[src/rtl/vending_pkg.sv]
// Shared coin/state types and coin values for the change-giving vending machine.
package vending_pkg;

  typedef enum logic [1:0] {COIN_NONE, COIN_NICKEL, COIN_DIME, COIN_QUARTER} coin_e;
  typedef enum logic [1:0] {S_IDLE, S_VEND, S_CHANGE} state_e;

  localparam int NICKEL_CENTS  = 5;
  localparam int DIME_CENTS    = 10;
  localparam int QUARTER_CENTS = 25;

  function automatic logic [7:0] coin_cents(coin_e c);
    logic [7:0] v;
    v = 8'd0;
    case (c)
      COIN_NICKEL:  v = 8'(NICKEL_CENTS);
      COIN_DIME:    v = 8'(DIME_CENTS);
      COIN_QUARTER: v = 8'(QUARTER_CENTS);
      default:      v = 8'd0;
    endcase
    return v;
  endfunction

endpackage

[src/rtl/coin_classifier.sv]
// Synchronises the coin sensor and return button, measures pulse width and
// emits a one-cycle registered coin strobe (COIN_NONE on the strobe = invalid width).
module coin_classifier
  import vending_pkg::*;
#(
  parameter int DIME_MIN    = 2,
  parameter int DIME_MAX    = 4,
  parameter int NICKEL_MIN  = 6,
  parameter int NICKEL_MAX  = 8,
  parameter int QUARTER_MIN = 10,
  parameter int QUARTER_MAX = 12,
  parameter int CNT_W       = 21
) (
  input  logic  clk,
  input  logic  reset_n,
  input  logic  coin_sensor,
  input  logic  return_req,
  output logic  coin_vld,
  output coin_e coin,
  output logic  ret_sync
);

  localparam logic [CNT_W-1:0] SAT = CNT_W'(QUARTER_MAX + 1);

  logic [1:0]       s_sync, r_sync;
  logic             s_d;
  logic [CNT_W-1:0] cnt;
  logic             fall;
  coin_e            cls;

  assign fall     = s_d & ~s_sync[1];
  assign ret_sync = r_sync[1];

  always_comb begin
    cls = COIN_NONE;
    if (cnt >= CNT_W'(DIME_MIN) && cnt <= CNT_W'(DIME_MAX))
      cls = COIN_DIME;
    else if (cnt >= CNT_W'(NICKEL_MIN) && cnt <= CNT_W'(NICKEL_MAX))
      cls = COIN_NICKEL;
    else if (cnt >= CNT_W'(QUARTER_MIN) && cnt <= CNT_W'(QUARTER_MAX))
      cls = COIN_QUARTER;
  end

  always_ff @(posedge clk or negedge reset_n) begin
    if (!reset_n) begin
      s_sync   <= '0;
      r_sync   <= '0;
      s_d      <= 1'b0;
      cnt      <= '0;
      coin_vld <= 1'b0;
      coin     <= COIN_NONE;
    end else begin
      s_sync   <= {s_sync[0], coin_sensor};
      r_sync   <= {r_sync[0], return_req};
      s_d      <= s_sync[1];
      coin_vld <= fall;
      coin     <= fall ? cls : COIN_NONE;
      // Saturation keeps a stuck sensor from wrapping into a valid range.
      if (!s_sync[1])
        cnt <= '0;
      else if (cnt != SAT)
        cnt <= cnt + 1'b1;
    end
  end

endmodule

[src/rtl/vending_machine_change.sv]
// Credit accumulator and vend/change FSM fed by the coin classifier.
module vending_machine_change
  import vending_pkg::*;
#(
  parameter int DIME_MIN    = 2,
  parameter int DIME_MAX    = 4,
  parameter int NICKEL_MIN  = 6,
  parameter int NICKEL_MAX  = 8,
  parameter int QUARTER_MIN = 10,
  parameter int QUARTER_MAX = 12,
  parameter int PRICE       = 25,
  parameter int MAX_CREDIT  = 95,
  parameter int CREDIT_W    = 8,
  parameter int CNT_W       = 21
) (
  input  logic                clk,
  input  logic                reset_n,
  input  logic                coin_sensor,
  input  logic                return_req,
  output logic                dispense,
  output logic                nickel_out,
  output logic                coin_reject,
  output logic [CREDIT_W-1:0] credit,
  output logic                busy
);

  localparam logic [CREDIT_W:0]   PRICE_X = (CREDIT_W+1)'(PRICE);
  localparam logic [CREDIT_W:0]   MAX_X   = (CREDIT_W+1)'(MAX_CREDIT);
  localparam logic [CREDIT_W:0]   NICK_X  = (CREDIT_W+1)'(NICKEL_CENTS);

  logic                coin_vld, ret_sync;
  coin_e               coin;
  state_e              state;
  logic [CREDIT_W:0]   ded, sum;
  logic                coin_ok, rej;
  logic [CREDIT_W-1:0] credit_next;

  coin_classifier #(
    .DIME_MIN(DIME_MIN), .DIME_MAX(DIME_MAX),
    .NICKEL_MIN(NICKEL_MIN), .NICKEL_MAX(NICKEL_MAX),
    .QUARTER_MIN(QUARTER_MIN), .QUARTER_MAX(QUARTER_MAX),
    .CNT_W(CNT_W)
  ) u_cls (
    .clk(clk), .reset_n(reset_n),
    .coin_sensor(coin_sensor), .return_req(return_req),
    .coin_vld(coin_vld), .coin(coin), .ret_sync(ret_sync)
  );

  // Deduction is only taken in states entered with credit >= deduction.
  always_comb begin
    ded = '0;
    case (state)
      S_VEND:   ded = PRICE_X;
      S_CHANGE: ded = NICK_X;
      default:  ded = '0;
    endcase
    sum         = {1'b0, credit} + (CREDIT_W+1)'(coin_cents(coin)) - ded;
    coin_ok     = coin_vld && (coin != COIN_NONE) && (sum <= MAX_X);
    rej         = coin_vld && !coin_ok;
    credit_next = coin_ok ? sum[CREDIT_W-1:0] : (credit - ded[CREDIT_W-1:0]);
  end

  assign busy = (state != S_IDLE);

  always_ff @(posedge clk or negedge reset_n) begin
    if (!reset_n) begin
      state       <= S_IDLE;
      credit      <= '0;
      dispense    <= 1'b0;
      nickel_out  <= 1'b0;
      coin_reject <= 1'b0;
    end else begin
      credit      <= credit_next;
      coin_reject <= rej;
      dispense    <= 1'b0;
      nickel_out  <= 1'b0;
      case (state)
        S_IDLE: begin
          if (credit >= CREDIT_W'(PRICE)) begin
            state    <= S_VEND;
            dispense <= 1'b1;
          end else if (ret_sync && credit != '0) begin
            state      <= S_CHANGE;
            nickel_out <= 1'b1;
          end
        end
        S_VEND: state <= S_IDLE;
        S_CHANGE: begin
          // Keep refunding until credit (including any coin just taken) is gone.
          if (credit_next == '0)
            state <= S_IDLE;
          else
            nickel_out <= 1'b1;
        end
        default: state <= S_IDLE;
      endcase
    end
  end

endmodule

[config.mk]
export PLATFORM = sky130hd
export DESIGN_NAME = vending_machine_change
export DESIGN_NICKNAME = d
export VERILOG_FILES = /design/src/rtl/vending_pkg.sv /design/src/rtl/coin_classifier.sv /design/src/rtl/vending_machine_change.sv
export SDC_FILE = /design/constraint.sdc
export NUM_CORES = 1
export LEC_CHECK = 0
export CAP_MARGIN = 40
export CORE_UTILIZATION = 35
export CTS_BUF_LIST = sky130_fd_sc_hd__clkbuf_4 sky130_fd_sc_hd__clkbuf_8 sky130_fd_sc_hd__clkbuf_16
export CTS_CLUSTER_SIZE = 8
export DETAILED_ROUTE_END_ITERATION = 8
export PLACE_DENSITY = 0.49
export SYNTH_ARGS = -nofsm -noshare
export SYNTH_HDL_FRONTEND = slang
export SYNTH_SLANG_ARGS = --single-unit
[constraint.sdc]
create_clock -name clk -period 4.8 [get_ports clk]
set_clock_uncertainty 0.05 [all_clocks]
set_input_delay 1.44 -clock clk [delete_from_list [all_inputs] [get_ports clk]]
set_output_delay 1.44 -clock clk [all_outputs]
set_load 0.05 [all_outputs]
Word level (Yosys, flattened, before mapping)
Index checks and enable logic that the tools add are counted.

operators by class
  add/sub/neg operators = 4
  multiply operators = 0
  divide/modulo/power cells = 0
  $lt $le $gt $ge = 8
  equal/unequal tests = 9
  shift-type cells = 0
  mux-type cells = 19
  bitwise logic cells = 2
  reduce and logical (&&, ||, !) cells = 14

operators with widths
  cell                     count
  $le A21 B4 Y1 const B    2
  $mux W21                 2
  $add A21 B1 Y21 const B  1
  $ge A21 B2 Y1 const B    1
  $ge A21 B3 Y1 const B    1
  $ge A21 B4 Y1 const B    1
  $le A21 B3 Y1 const B    1
  $ne A21 B4 Y1 const B    1
  $pmux W5 S3              1
  $mux W2                  7
  $pmux W5 S2              1
  $add A8 B8 Y9            1
  $le A9 B7 Y1 const B     1
  $sub A9 B9 Y9            1
  $ge A8 B5 Y1 const B     1
  $logic_not A8 Y1         1
  $mux W8                  1
  $reduce_bool A8 Y1       1
  $sub A8 B8 Y8            1
  $logic_and A1 B1 Y1      7
  $eq A2 B2 Y1 const B     3
  $mux W1                  5
  $eq A2 B1 Y1 const B     2
  $ne A2 B2 Y1 const B     2
  9 further kinds          10

word-level totals
  register bits after elaboration = 42
  latch bits = 0
  memory bits (writable) = 0
  ROM bits = 0
  input bits = 4
  output and inout bits = 12
  word-level logic and storage cells = 67
  memories kept = 0

Longest topological paths before layout
Gate-level depths: netlist (run 1).

  depth after elaboration = 10
  gate-level depth with buffers = 14
  mapped depth without buffers = 14

Modules after synthesis
Synthesis (run 1) repeated with hierarchy kept, for this count alone.

unflattened totals
  cells, all modules = 309
  area, all modules = 2,844.0 µm²

modules (own cells, without submodules)
  module                  times used  cells an instance  area an instance (µm²)  sequential area each (µm²)
  vending_machine_change  1           168                1,447.6                 325.3
  coin_classifier         1           141                1,396.3                 725.7

Worst setup path before layout (run 1)
No wires, ideal clock.

  path kind = register -> register
  start point = register state[0]
  end point = register state[0]
  setup time = 0.126 ns
  arrival = 3.164 ns
  required time = 4.624 ns
  path slack = 1.460 ns
  cell stages (with the launch flop) = 15
  path buffers = 0
  clock period less this slack = 3.340 ns
  cell sequence = dfrtp_1 > inv_1 > ha_1 > ha_1 > inv_1 > ha_1 > inv_1 > fa_1 > nand2b_2 > a21o_1 > a211o_1 > mux2i_2 > o211a_2 > o211ai_2 > a221o_1

between the ends
  cells in the longest elaborated chain, start to end = 9
  elaborated cells between the ends (all ways) = 14
  those cells by class = add/sub: 2; order compare: 1; eq/ne: 4; mux: 3; reduce/logical: 4

RTL lines
  item                                          line                                                        source
  from (decl)                                   vending_machine_change.sv:33                                state_e state;
  from (signal assigned)                        vending_machine_change.sv:67                                state <= S_IDLE;
  from (signal assigned)                        vending_machine_change.sv:80                                state <= S_VEND;
  from (signal assigned)                        vending_machine_change.sv:83                                state <= S_CHANGE;
  $eq A2 B2 Y1 or $eq A2 B1 Y1 (tied branches)  vending_machine_change.sv:52, vending_machine_change.sv:77
  $pmux W5 S2                                   vending_machine_change.sv:52                                case (state)
  $sub A9 B9 Y9                                 vending_machine_change.sv:57                                sum = {1'b0, credit} + (CREDIT_W+1)'(coin_cents(coin)) - ded;
  $le A9 B7 Y1                                  vending_machine_change.sv:58                                coin_ok = coin_vld && (coin != COIN_NONE) && (sum <= MAX_X);
  $logic_and A1 B1 Y1                           vending_machine_change.sv:58
  $mux W8                                       vending_machine_change.sv:60                                credit_next = coin_ok ? sum[CREDIT_W-1:0] : (credit - ded[CREDIT_W-1:0]);
  $logic_not A8 Y1                              vending_machine_change.sv:90                                if (credit_next == '0)
  $ne A2 B2 Y1 (no line)                        -
  $reduce_and A2 Y1 (no line)                   -

Several ways; a longest one is shown, not always the timed one.
A chain may end at the register's enable or synchronous reset.

Worst setup path in the final report (run 1)
  start point = register state[0]
  end point = register state[1]

The elaborated chain is that of the path after synthesis.

==> results of run 1 <==
power groups by stage:
stage | registers [mW] | clock network [mW] | logic [mW]
3_5_place_dp | 0.489 | 0 | 1.64
5_1_grt | 0.492 | 0.236 | 1.83
6_report | 0.481 | 0.211 | 1.65
3_3_place_gp | 0.490 | 0 | 1.66
2_1_floorplan | 0.608 | 0 | 1.13
4_1_cts | 0.482 | 0.225 | 1.65
worst paths after layout:
check                                 from              end  cells after the start
max in group asynchronous          reset_n        credit[6]                      2
max                               state[0]         state[1]                     14
min in group asynchronous          reset_n        credit[2]                      1
max reg2reg                       state[0]         state[1]                     14
min                        u_cls.s_sync[0]  u_cls.s_sync[1]                      0
min reg2reg                u_cls.s_sync[0]  u_cls.s_sync[1]                      0
cell families (layout without fill, tap and decap cells):
family | after synthesis | in the layout | synth area share (%)
compound gates | 49 | 49 | 11.9
xor+xnor | 26 | 26 | 7.99
fa+ha+maj | 27 | 27 | 12.9
buf+inv | 38 | 56 | 5.05
flops | 42 | 42 | 36.9
mux | 4 | 4 | 1.54
simple gates | 125 | 125 | 23.8
cell type report:
class	count	area [sq um]	area share, %
Clock inverter	2	10.0	0.313
Multi-Input combinational cell	231	1660	51.7
Sequential cell	42	1050	32.8
Timing Repair Buffer	16	165	5.16
Tap cell	102	128	3.98
Inverter	33	124	3.87
Clock buffer	5	68.8	2.15
critical path: stages, from the launching register on:
cell and delay [ps]:
dfrtp_1 400, inv_1 80, ha_1 330, ha_1 290
inv_1 50, ha_1 170, inv_1 60, fa_1 380
nand2b_2 230, a21o_1 200, a211o_1 280, mux2i_2 210
o211a_2 300, o211ai_2 130, a221oi_1 330
registers in the layout (all words and copies together), names as in the netlist:
register        count
u_cls.r_sync        2
coin_reject         1
u_cls.coin_vld      1
nickel_out          1
u_cls.s_d           1
dispense            1
u_cls.cnt          21
credit              8
state               2
u_cls.s_sync        2
u_cls.coin          2
routing by layer:
layer / global-route usage, % / vias up / wire length [microns]
met4: 4.56 / 0 / 109
met2: 22.8 / 37 / 2620
li1: - / 1101 / -
met5: 0 / - / 0
met1: 22.6 / 1028 / 3180
met3: 2.49 / 9 / 169
cell usage after synthesis (3+ instances only):
master | count | area share (%)
nand4_1 | 7 | 1.5
o211ai_1 | 3 | 0.79
inv_1 | 33 | 4.3
a21oi_1 | 11 | 1.9
o21ai_0 | 14 | 2.5
clkbuf_1 | 4 | 0.53
and3_1 | 6 | 1.3
dfrtp_1 | 42 | 37
nor2_1 | 19 | 2.5
fa_1 | 4 | 2.8
nand3_1 | 8 | 1.4
nand2b_1 | 3 | 0.66
nor2b_1 | 5 | 1.1
mux2i_1 | 3 | 1.1
xor2_1 | 6 | 1.8
or3_1 | 3 | 0.66
nand2_1 | 33 | 4.3
ha_1 | 23 | 10
xnor2_1 | 20 | 6.1
nor3_1 | 7 | 1.2
and2_1 | 18 | 3.9
nor4_1 | 4 | 0.88
metrics by stage:
step | power, mW | setup slack [ps]
floorplan | 1.74 | 1460
global placement | 2.15 | 1300
detailed placement | 2.13 | 1220
CTS | 2.36 | 1200
global route | 2.56 | 1020
finish | 2.34 | 1200
==> results.ini, run 1 <==
[place]
dp.cells=424
portBuffers=15
hpwlAfterDp_microns=4770
gp_congestion=0.853
dpl_cell_area_sq_mm=0.00312

[floorplanning]
fp-row-count=32
core-area_sq_mm=0.00781
die_w_microns=92.3
ios=16
die_h_microns=92.3
start_util_pct=36.5
die_area_sq_mm=0.00851

[logic_synthesis]
synth.yosys.warnings=0
async_flop_share_pct=100
synth_edf_count=0
synth.distinct_cells=52
synth_area_sq_mm=0.00285
ys_ff_latch=42
synth-main-ff-cell=dfrtp_1
synth.avg_cell_area_sq_um=9.17
synth_nets=342
syn_inst=311
seq_area_frac_synth_pct=36.9

[clock_tree]
root_buffer=clkbuf_8
cts.sinks=42
clk_latency_ps=290
cts_hold_buf=0
cts_setup_buffers=0
path_clk_slew_ps=70
cts_buffers=5
cts_tree=yes
cts_max_level=2
cts.path.max_buffers=2
post_cts_resized=0

[power_and_ir_drop]
power.internal_mw=1.15
combPwrFrac_pct=70.4
p_switching_mw=1.19
p_sw_share_pct=50.9
peakVddDrop_uv=260
p_leak_nw=1.45
sequentialPowerShare_pct=20.5
clkPwrFrac_pct=9.0
p_per_area_mw_per_mm2=731

[min_path]
hold_class=reg2reg

[setup_path]
r2r_slack_ps=1200
crit_type=reg2reg
cp_data_arrival_time_ps=3720
crit_fanout=5
cp.required_ps=4920
end_kind=register
startpoint_type=register

[detailed_routing]
routedWlPerCell_microns=14.1
drt_wl_total_microns=6080
routed_via_density=5.05
first_pass_iters=6
vias=2175
route.detailed.drc=0
drtAntennaViolNets=0
drt_iter0_markers=102

[cells_and_area]
stdcell_count=431
final_nets=360
diodes=0
area_growth_pct=12.3
layout-drive-gt1-share_pct=6.38
final_cell_mix=dfrtp_1, inv_1, nand2_1, ha_1, xnor2_1
nFillCells=785
final_util_pct=41.0
final_common_cell=dfrtp_1
fin_area_sq_mm=0.00320

[timing]
holdWs_ps=303
slew-limit-headroom_pct=56.6
period_minus_slack_ps=3600
drv_slew=0
rsz0062_at_grt=false
post-route-period-util_pct=75.0
worst_slew_pin_slew_ps=644
fmax_mhz=278
finalSetupTns_ps=0
finalHoldViolCount=0
setup_violations=0

[grt]
grt_max_degree=25
grt_pass1_vias=2036
grt.total_usage_pct=15.3
grt_pass1_wl_microns=10200
gr-total-overflow=0
antenna_found_initial=0

[outcome]
status=completed

[job]
maxCapViolations=0

Power figures use the tool's default switching activity.
==> run 2, diff against run 1 <==
==> constraint.sdc (replaced) <==
create_clock -name clk -period 3.66 [get_ports clk]
set_clock_uncertainty 0.05 [all_clocks]
set_input_delay 1.098 -clock clk [delete_from_list [all_inputs] [get_ports clk]]
set_output_delay 1.098 -clock clk [all_outputs]
set_load 0.05 [all_outputs]
==> run 2 against run 1 <==
Sequential share of layout area is 0.57 points lower. Non-clock buffer count is 4 higher. Critical path depth stayed put. Wire length is 1.0% higher. First-iteration DRC count is 25% lower. Register-to-register slack worse by 1000 ps. Setup slack worse by 1000 ps. Design area is 1.8% higher. Count of clock-buffer cells in the layout is 2 higher.
==> results.ini, run 2 (synthesis results as in run 1) <==
[detailed_routing]
vias=2202
first_pass_iters=4
drtAntennaViolNets=0
routedWlPerCell_microns=14.1
routed_via_density=5.06
route.detailed.drc=0
drt_iter0_markers=76
drt_wl_total_microns=6140

[cells_and_area]
layout.area.seq_sq_mm=0.00105
nFillCells=794
largest_reg_flops=21
final_nets=364
layout-drive-gt1-share_pct=7.81
diodes=0
area_growth_pct=14.3
top_register=u_cls.cnt
multi_input_area_sq_mm=0.00168
reg.largest.list=u_cls.cnt x21, credit x8
final_common_cell=dfrtp_1
final_cell_mix=dfrtp_1, inv_1, nand2_1, ha_1, xnor2_1

[grt]
grt_max_degree=25
grt.total_usage_pct=15.8
grt_pass1_vias=2126
grt_pass1_wl_microns=10500
gr-total-overflow=0
antenna_found_initial=0

[timing]
fmax_mhz=287
slew-limit-headroom_pct=56.8
period_minus_slack_ps=3490
worst_slew_pin_slew_ps=648
setup_violations=0
finalHoldViolCount=0
post-route-period-util_pct=95.3
drv_slew=0
setup_ws_ps=173

[setup_path]
critPathSlowestCell=dfrtp_1
cp.required_ps=3790
slowest_delay_ps=400
end_kind=register
crit_fanout=4
startpoint_type=register
worstPathCellList=inv_1 > ha_1 > ha_1 > inv_1 > ha_1 > inv_1 > fa_1 > nand2b_4 > a21o_1 > a211o_1 > mux2i_2 > nand4_1 > and3_1 > a221o_1
crit_buf_inv=3
path_delay_family=adder cells
crit_type=reg2reg
cp_data_arrival_time_ps=3620

[floorplanning]
ios=16
die_h_microns=92.3
core-area_sq_mm=0.00781
die_area_sq_mm=0.00851
fp-row-count=32
start_util_pct=36.5
die_w_microns=92.3

[place]
portBuffers=15
hpwlAfterDp_microns=4760
dp_slack_ps=99.3
gp_congestion=0.850

[job]
maxCapViolations=0

[outcome]
status=completed

[clock_tree]
root_buffer=clkbuf_8
cts.sinks=42
cts_buffers=5
cts.path.max_buffers=2
clk_latency_ps=290
path_clk_slew_ps=70
cts_tree=yes
cts_max_level=2

[min_path]
hold_class=reg2reg

-- run 2: cell count changes in the layout (fill, tap and decap cells not counted), sizes merged --
cell and delta:
buf +4, clkinv -2, clkbuf +2
-- run 2: worst paths after layout --
kind	startpoint	to	slack [ps]	cells past startpoint
setup / recovery	state[0]	state[0]	170	14
hold / removal	u_cls.s_sync[0]	u_cls.s_sync[1]	300	0
setup reg to reg	state[0]	state[0]	170	14
hold reg to reg	u_cls.s_sync[0]	u_cls.s_sync[1]	300	0
max in group asynchronous	reset_n	u_cls.coin[0]	2370	2
min in group asynchronous	reset_n	credit[0]	700	1
-- run 2: timing repair --
action	4_1_cts	5_1_grt
buffers inserted	0	2
gates resized for setup	0	3
hold buffers	0	0
setup endpoints to repair	0	2
-- run 2: metrics by stage --
| step | hold WS, ps | TNS [ps] | cell area, sq um | std cells | utilization (%) |
|---|---|---|---|---|---|
| floorplan | 281 | 0 | 2850 | 311 | - |
| global placement | 282 | 0 | 3120 | 425 | 40.0 |
| detailed placement | 286 | 0 | 3140 | 426 | 40.2 |
| CTS | 303 | 0 | 3220 | 433 | 41.3 |
| global route | 310 | -1.29 | 3260 | 435 | 41.7 |
| finish | 300 | 0 | 3260 | 435 | 41.7 |
-- run 2: layout make-up --
cell class	instances	share of cell area, %
multi-input cells	231	51.5
flip-flops and latches	42	32.2
repair buffers	20	5.99
well taps	102	3.92
inverters	33	3.80
clock buffers	7	2.57
-- run 2: routing by layer --
metal	GRT usage, %	wire length, microns	up-vias
met5	0	0	-
met3	3.40	164	7
li1	-	-	1110
met4	4.17	61	0
met1	22.7	3250	1063
met2	23.8	2670	22
-- run 2: worst reg2reg max path, cell delays in order (launching register included) --
cell      delay [ps]
dfrtp_1          400
inv_1             80
ha_1             320
ha_1             300
inv_1             50
ha_1             170
inv_1             60
fa_1             390
nand2b_4         180
a21o_1           180
a211o_1          260
mux2i_2          220
nand4_1          190
and3_1           220
a221o_1          290
Power of run 2 is left out: the tool's default activity adds up to more than one toggle a clock period on the data nets, which glitch-free logic cannot reach.
